==> src/rtl/mult_seq.sv <==
// Sequential shift-add multiplier: one W-bit adder iterated over W cycles,
// unsigned or two's-complement operands selected per operation.
module mult_seq #(
  parameter int WIDTH = 8
) (
  input  logic                 clk,
  input  logic                 rst,
  input  logic                 start,
  input  logic                 sgn,
  input  logic [WIDTH-1:0]     a,
  input  logic [WIDTH-1:0]     b,
  output logic                 busy,
  output logic                 done,
  output logic [2*WIDTH-1:0]   y,
  output logic [1:0]           dbg_state
);

  localparam int CW = $clog2(WIDTH + 1);
  localparam int PW = 2 * WIDTH;

  typedef enum logic [1:0] {
    IDLE = 2'd0,
    CALC = 2'd1,
    DONE = 2'd2
  } state_t;

  state_t          state, state_nx;
  logic [CW-1:0]   cnt;
  logic [WIDTH-1:0] mcand, mplier;
  logic [PW-1:0]   acc;
  logic            neg;

  logic            accept, last;
  logic [WIDTH:0]  sum;
  logic [PW-1:0]   acc_nx;
  logic [WIDTH-1:0] mag_a, mag_b;

  // Handshake: start is taken on any edge where busy=0 (IDLE or DONE); while
  // busy=1 start is ignored. done pulses for one cycle with y final.
  always_comb begin
    accept   = start && (state != CALC);
    last     = (state == CALC) && (cnt == CW'(1));
    state_nx = state;
    busy     = 1'b0;
    done     = 1'b0;
    case (state)
      IDLE: if (accept) state_nx = CALC;
      CALC: begin
        busy = 1'b1;
        if (last) state_nx = DONE;
      end
      DONE: begin
        done     = 1'b1;
        state_nx = accept ? CALC : IDLE;
      end
      default: state_nx = IDLE;
    endcase
  end

  // Signed operands are reduced to magnitudes; -2^(W-1) maps to 2^(W-1).
  always_comb begin
    mag_a  = (sgn && a[WIDTH-1]) ? (WIDTH'(0) - a) : a;
    mag_b  = (sgn && b[WIDTH-1]) ? (WIDTH'(0) - b) : b;
    sum    = {1'b0, acc[PW-1:WIDTH]} + {1'b0, (mplier[0] ? mcand : WIDTH'(0))};
    acc_nx = {sum, acc[WIDTH-1:1]};
  end

  assign dbg_state = state;

  always_ff @(posedge clk) begin
    if (rst) begin
      state  <= IDLE;
      cnt    <= '0;
      mcand  <= '0;
      mplier <= '0;
      acc    <= '0;
      neg    <= 1'b0;
      y      <= '0;
    end else begin
      state <= state_nx;
      if (accept) begin
        mcand  <= mag_a;
        mplier <= mag_b;
        acc    <= '0;
        cnt    <= CW'(WIDTH);
        neg    <= sgn & (a[WIDTH-1] ^ b[WIDTH-1]);
      end else if (state == CALC) begin
        acc    <= acc_nx;
        mplier <= mplier >> 1;
        cnt    <= cnt - CW'(1);
        if (last) y <= neg ? (PW'(0) - acc_nx) : acc_nx;
      end
    end
  end

endmodule

==> config.mk <==
export PLATFORM = sky130hd
export DESIGN_NAME = mult_seq
export DESIGN_NICKNAME = d
export VERILOG_FILES = /design/src/rtl/mult_seq.sv
export SDC_FILE = /design/constraint.sdc
export NUM_CORES = 1
export LEC_CHECK = 0
export ABC_AREA = 1
export BUFFER_PORTS_ARGS = -buffer_cell sky130_fd_sc_hd__buf_2
export CAP_MARGIN = 20
export CORE_MARGIN = 4
export CORE_UTILIZATION = 24
export CTS_BUF_LIST = sky130_fd_sc_hd__clkbuf_4
export DETAILED_ROUTE_END_ITERATION = 8
export HOLD_SLACK_MARGIN = 0.12
export SKIP_CTS_REPAIR_TIMING = 1
export SLEW_MARGIN = 20
export SYNTH_ARGS = -nofsm -noshare
export SYNTH_HDL_FRONTEND = slang
export SYNTH_SLANG_ARGS = --single-unit
==> constraint.sdc <==
create_clock -name clk -period 2.4 [get_ports clk]
set_clock_uncertainty 0.1 [all_clocks]
set_input_delay 0.72 -clock clk [delete_from_list [all_inputs] [get_ports clk]]
set_output_delay 0.72 -clock clk [all_outputs]
set_load 0.005 [all_outputs]
---- After elaboration in Yosys (flattened, before gate mapping) ----
Index checks and enable logic that the tools add are counted.
operators by class
  $add $sub $neg .......................... 5
  multipliers ............................. 0
  divide/modulo/power cells ............... 0
  magnitude comparators ................... 0
  eq/ne operators ......................... 6
  shifts and indexed selects .............. 0
  mux-type cells .......................... 14
  bitwise operators ....................... 3
  reductions and logical operators ........ 9
operator list
  cell                                                                  count
  8-bit two-way mux                                                     5
  16-bit two-way mux                                                    1
  1-bit by 16-bit subtractor with 16-bit output (first input constant)  1
  1-bit by 8-bit subtractor with 8-bit output (first input constant)    2
  8-bit by 8-bit adder with 9-bit output                                1
  4-bit two-way mux                                                     2
  2-bit one-hot mux with 3 select lines                                 1
  4-bit by 1-bit == test with 1-bit output (second input constant)      1
  1-bit logical AND                                                     4
  2-bit two-way mux                                                     2
  2-bit != test (second input constant)                                 2
  4-bit by 1-bit subtractor with 4-bit output (second input constant)   1
  1-bit two-way mux                                                     3
  3-bit AND reduction                                                   1
  2-bit by 1-bit == test with 1-bit output (second input constant)      1
  2-bit == test (second input constant)                                 1
  2-bit zero test                                                       1
  2-bit by 1-bit != test with 1-bit output (second input constant)      1
  2-bit AND reduction                                                   1
  2-bit nonzero test                                                    1
  2-bit OR reduction                                                    1
  1-bit bitwise AND                                                     1
  1-bit inverter                                                        1
  1-bit XOR                                                             1
word-level totals
  bits in registers ....................... 55
  latch bits .............................. 0
  RAM bits ................................ 0
  bits in read-only memories .............. 0
  output and inout port bits .............. 20
  word-level logic and storage cells ...... 45
  memories ................................ 0

---- Logic depth before layout (Yosys ltp) ----
  depth after elaboration ................. 4
  gate-level depth with buffers ........... 17
  depth with buffers taken out ............ 16

---- Least setup slack after synthesis ----
No wires, ideal clock.
  kind .................................... flip-flop to flip-flop
  start point ............................. register mplier[0]
  end point ............................... register y[12]
  data arrival time ....................... 2063 ps
  required time ........................... 2180 ps
  slack ................................... 117 ps
  stages on the path, launching flop included .. 13
  path buffers ............................ 1
  period minus slack after synthesis ...... 2283 ps
  cell sequence ........................... dfxtp_1 > clkbuf_1 > nand2_1 > inv_1 > ha_1 > fa_1 > xnor2_2 > nand2_1 > nor2_2 > nand3_2 > nand2_2 > xor2_1 > a21oi_1
on the way
  word-level cells in the longest chain between the ends .. 4
ends and longest elaborated chain
  element                                        RTL line  text
  from (decl)                                    29        logic [WIDTH-1:0] mcand, mplier;
  from (signal assigned)                         83        mplier <= mag_b;
  from (signal assigned)                         89        mplier <= mplier >> 1;
  8-bit two-way mux *                            64        sum = {1'b0, acc[PW-1:WIDTH]} + {1'b0, (mplier[0] ? mcand : WIDTH'(0))};
  8-bit by 8-bit adder with 9-bit output *       64
  1-bit by 16-bit subtractor with 16-bit output  91        if (last) y <= neg ? (PW'(0) - acc_nx) : acc_nx;
  16-bit two-way mux *                           91
  to (signal assigned)                           91
  to (decl)                                      14        output logic [2*WIDTH-1:0] y,
Every way passes the cells marked *; elsewhere a longest branch is shown, timed or not.
A chain may end at the register's enable or synchronous reset.

---- Final worst setup path ----
  start point ............................. register state[0], in the netlist dbg_state[0]
  end point ............................... output port busy
on the way
  word-level cells in the longest chain between the ends .. 2
ends and longest elaborated chain
  element                                   RTL line  text
  from (decl)                               27        state_t state, state_nx;
  from (signal assigned)                    80        state <= state_nx;
  2-bit by 1-bit == test with 1-bit output  46        case (state)
  1-bit two-way mux                         46
  to (decl)                                 12        output logic busy,
No other way between the ends.

==> metrics.txt <==
status finished clean; Rows 41; vias in the first global route 2,770; total wire length 7430 µm; number of remaining DRC errors 0; port bufs 39; Post-DP HPWL around 5800 µm; Max Cap Viol 0; GRT Overall Usage 10.3%; CP Buf/Inv Count 2; Die W 122 µm; DR vias 2,938; maximum vdd drop 0.272 mV; Gate Count Post-Synth approximately 460; share of cells above drive strength 1 17.7%; GRT overflow 0; Via density 4.35; Final Core Density 28.7%; clock slew at reported path FFs 150 ps; post-layout net count 536; Top Usage Layer GRT met2; most instantiated cells after synthesis 113 x nand2_1, 54 x dfxtp_1, 54 x inv_1; sequential power share between 50% and 60%; Post-synth EDFFs 0; Tcrit/Tclk final 94.6%; Worst R2R Start mcand[0]; Placed Instance Area between 3000 and 4000 µm²; Ys Warns 0; DRT antenna net count 0; CP max stage cell dfxtp_1; # setup viols final 0; Slew Limit Fails 0; CP top delay family flip-flops; Syn-to-layout area delta 16.4%; met2 usage 16.0%; Overall Power 1900 µW; Setup crit end kind output pin; switching power share of the total 27.5%; largest net degree at the start of global routing 32; Critical Path RT 1580 ps; post-synth top area share 34.5%; initial antenna violation count 1; Crit. Startpoint dbg_state[0]; syn_nets approximately 500; PwrDens 521 nW/µm²; clk buf depth 2; WP data arrival roughly 1500 ps; mean post-synth cell area 6.79 µm²; highest clock rate 0.440 GHz; cell with the most instances after synthesis nand2_1; Setup WS pre-CTS 119 ps; core region area 12,700 µm²; Final Instance Area 3650 µm²; cell taking the most area after synthesis dfxtp_1; Crit Path Max Fanout 18; top post-synthesis cells by area dfxtp_1 34%, nand2_1 14%, inv_1 6.5%, nand3_1 5.7%, ha_1 5.2%; drt first pass iters 4; kind of critical path flop to output pin; Leak 0.00172 µW; post-synthesis sequential area ratio 34.5%; Num CTS Buffers 5; Comb pwr share 17.1%; hold path startpoint mcand[0]; crit-path cells inv_2 > nor2_4 > buf_2; met3 Use GR under 10%; GPL Wtd Cong 0.810; Largest stage delay, worst path approximately 400 ps; die height 122 µm; Hold Violations, Final 0; die area 15,000 µm²; RSZ-0062 raised after global routing no; root cell of the clock tree clkbuf_4; I/O pins 40; post-synth cell types 35; wire per inst around 11 µm; setup ws final 129 ps; ys flop type dfxtp_1; Post-Syn Area ~3100 µm²; Psw 523 µW; CTS H-tree depth 2; 1st-iter DRT viols 97; CTS sink cnt 54; Startpoint Class flop; relative slew slack 64.2%; TritonCTS clock tree yes; Power Internal ~1400 µW; Clock power frac 32.1%; Slew @ Worst Pin 536 ps; asr flop ratio synth 0%; met1 global-route usage 14.5%; Clk Latency, worst-skew pair 370 ps; starting density of the core 24.6%; Hold WC Path Type flop to flop; Seq cells post-synth 54; minimum clock period after layout approximately 2300 ps; first-pass GRT wire length 12,800 µm; setup TNS 0 ps
-- layer usage --
metal,vias up,share of wire (%)
met5,-,0
li1,1583,-
met3,7,5.0
met2,58,42
met1,1290,52
met4,0,1.1
-- tightest hold or removal path, delay by kind of cell, from the launching register on --
kind | cells | cell delay (ps)
flops | 1 | 340
simple gates | 1 | 60
compound gates | 1 | 50
-- power by group through the flow --
stage          clock (µW)  combinational, µW  sequential [µW]
2_1_floorplan           0                233              977
3_3_place_gp            0                315              984
3_5_place_dp            0                322              984
4_1_cts               632                324              966
5_1_grt               658                374              972
6_report              611                325              966
-- cell families (layout without fill, tap and decap cells) --
family / count (synthesis) / in the layout / synth area share, %
AOI/OAI and AO/OA: 87 / 87 / 15.9
xor gates and xnor gates: 14 / 14 / 4.15
and+or+nand+nor: 212 / 212 / 29.7
DFF: 54 / 54 / 34.5
adders and majority gates: 14 / 14 / 5.83
buffers and inverters: 81 / 122 / 9.90
other: 0 / 1 / 0
-- worst paths after layout --
check	end	slack [ps]	depth (start not counted)
max	busy	130	3
min	mcand[0]	380	2
max reg2reg	y[15]	220	15
min reg2reg	mcand[0]	380	2
-- per-stage QoR --
step / hold slack (ps) / instances
6_report: 378 / 676
5_1_grt: 401 / 676
4_1_cts: 373 / 673
3_5_place_dp: 353 / 665
3_3_place_gp: 353 / 665
2_1_floorplan: 334 / 462
-- placed cells by master, fill, tap and decap left out, types with 8 or more instances in the layout --
cell and count:
nor2_1 37, nand3_1 36, o21ai_1 15, buf_2 39, nand2_2 8, dfxtp_1 53
nand2_1 113, inv_2 13, o21ai_0 16, ha_1 12, a21oi_1 32, inv_1 54
-- final cells by class --
cell class / instances / area (µm²)
Clock inverter: 3 / 63.8
Inverter: 69 / 259
Antenna cell: 1 / 2.50
Multi-Input combinational cell: 327 / 1750
Sequential cell: 54 / 1080
Timing Repair Buffer: 45 / 240
Fill cell: 1480 / 9070
Clock buffer: 5 / 37.5
Tap cell: 172 / 215
-- flip-flops by register name, indices dropped and copies added (netlist names) --
signal,count
acc,15
cnt,4
dbg_state,2
mcand,8
mplier,8
neg,1
y,16
(Power assumes the default switching activity.)
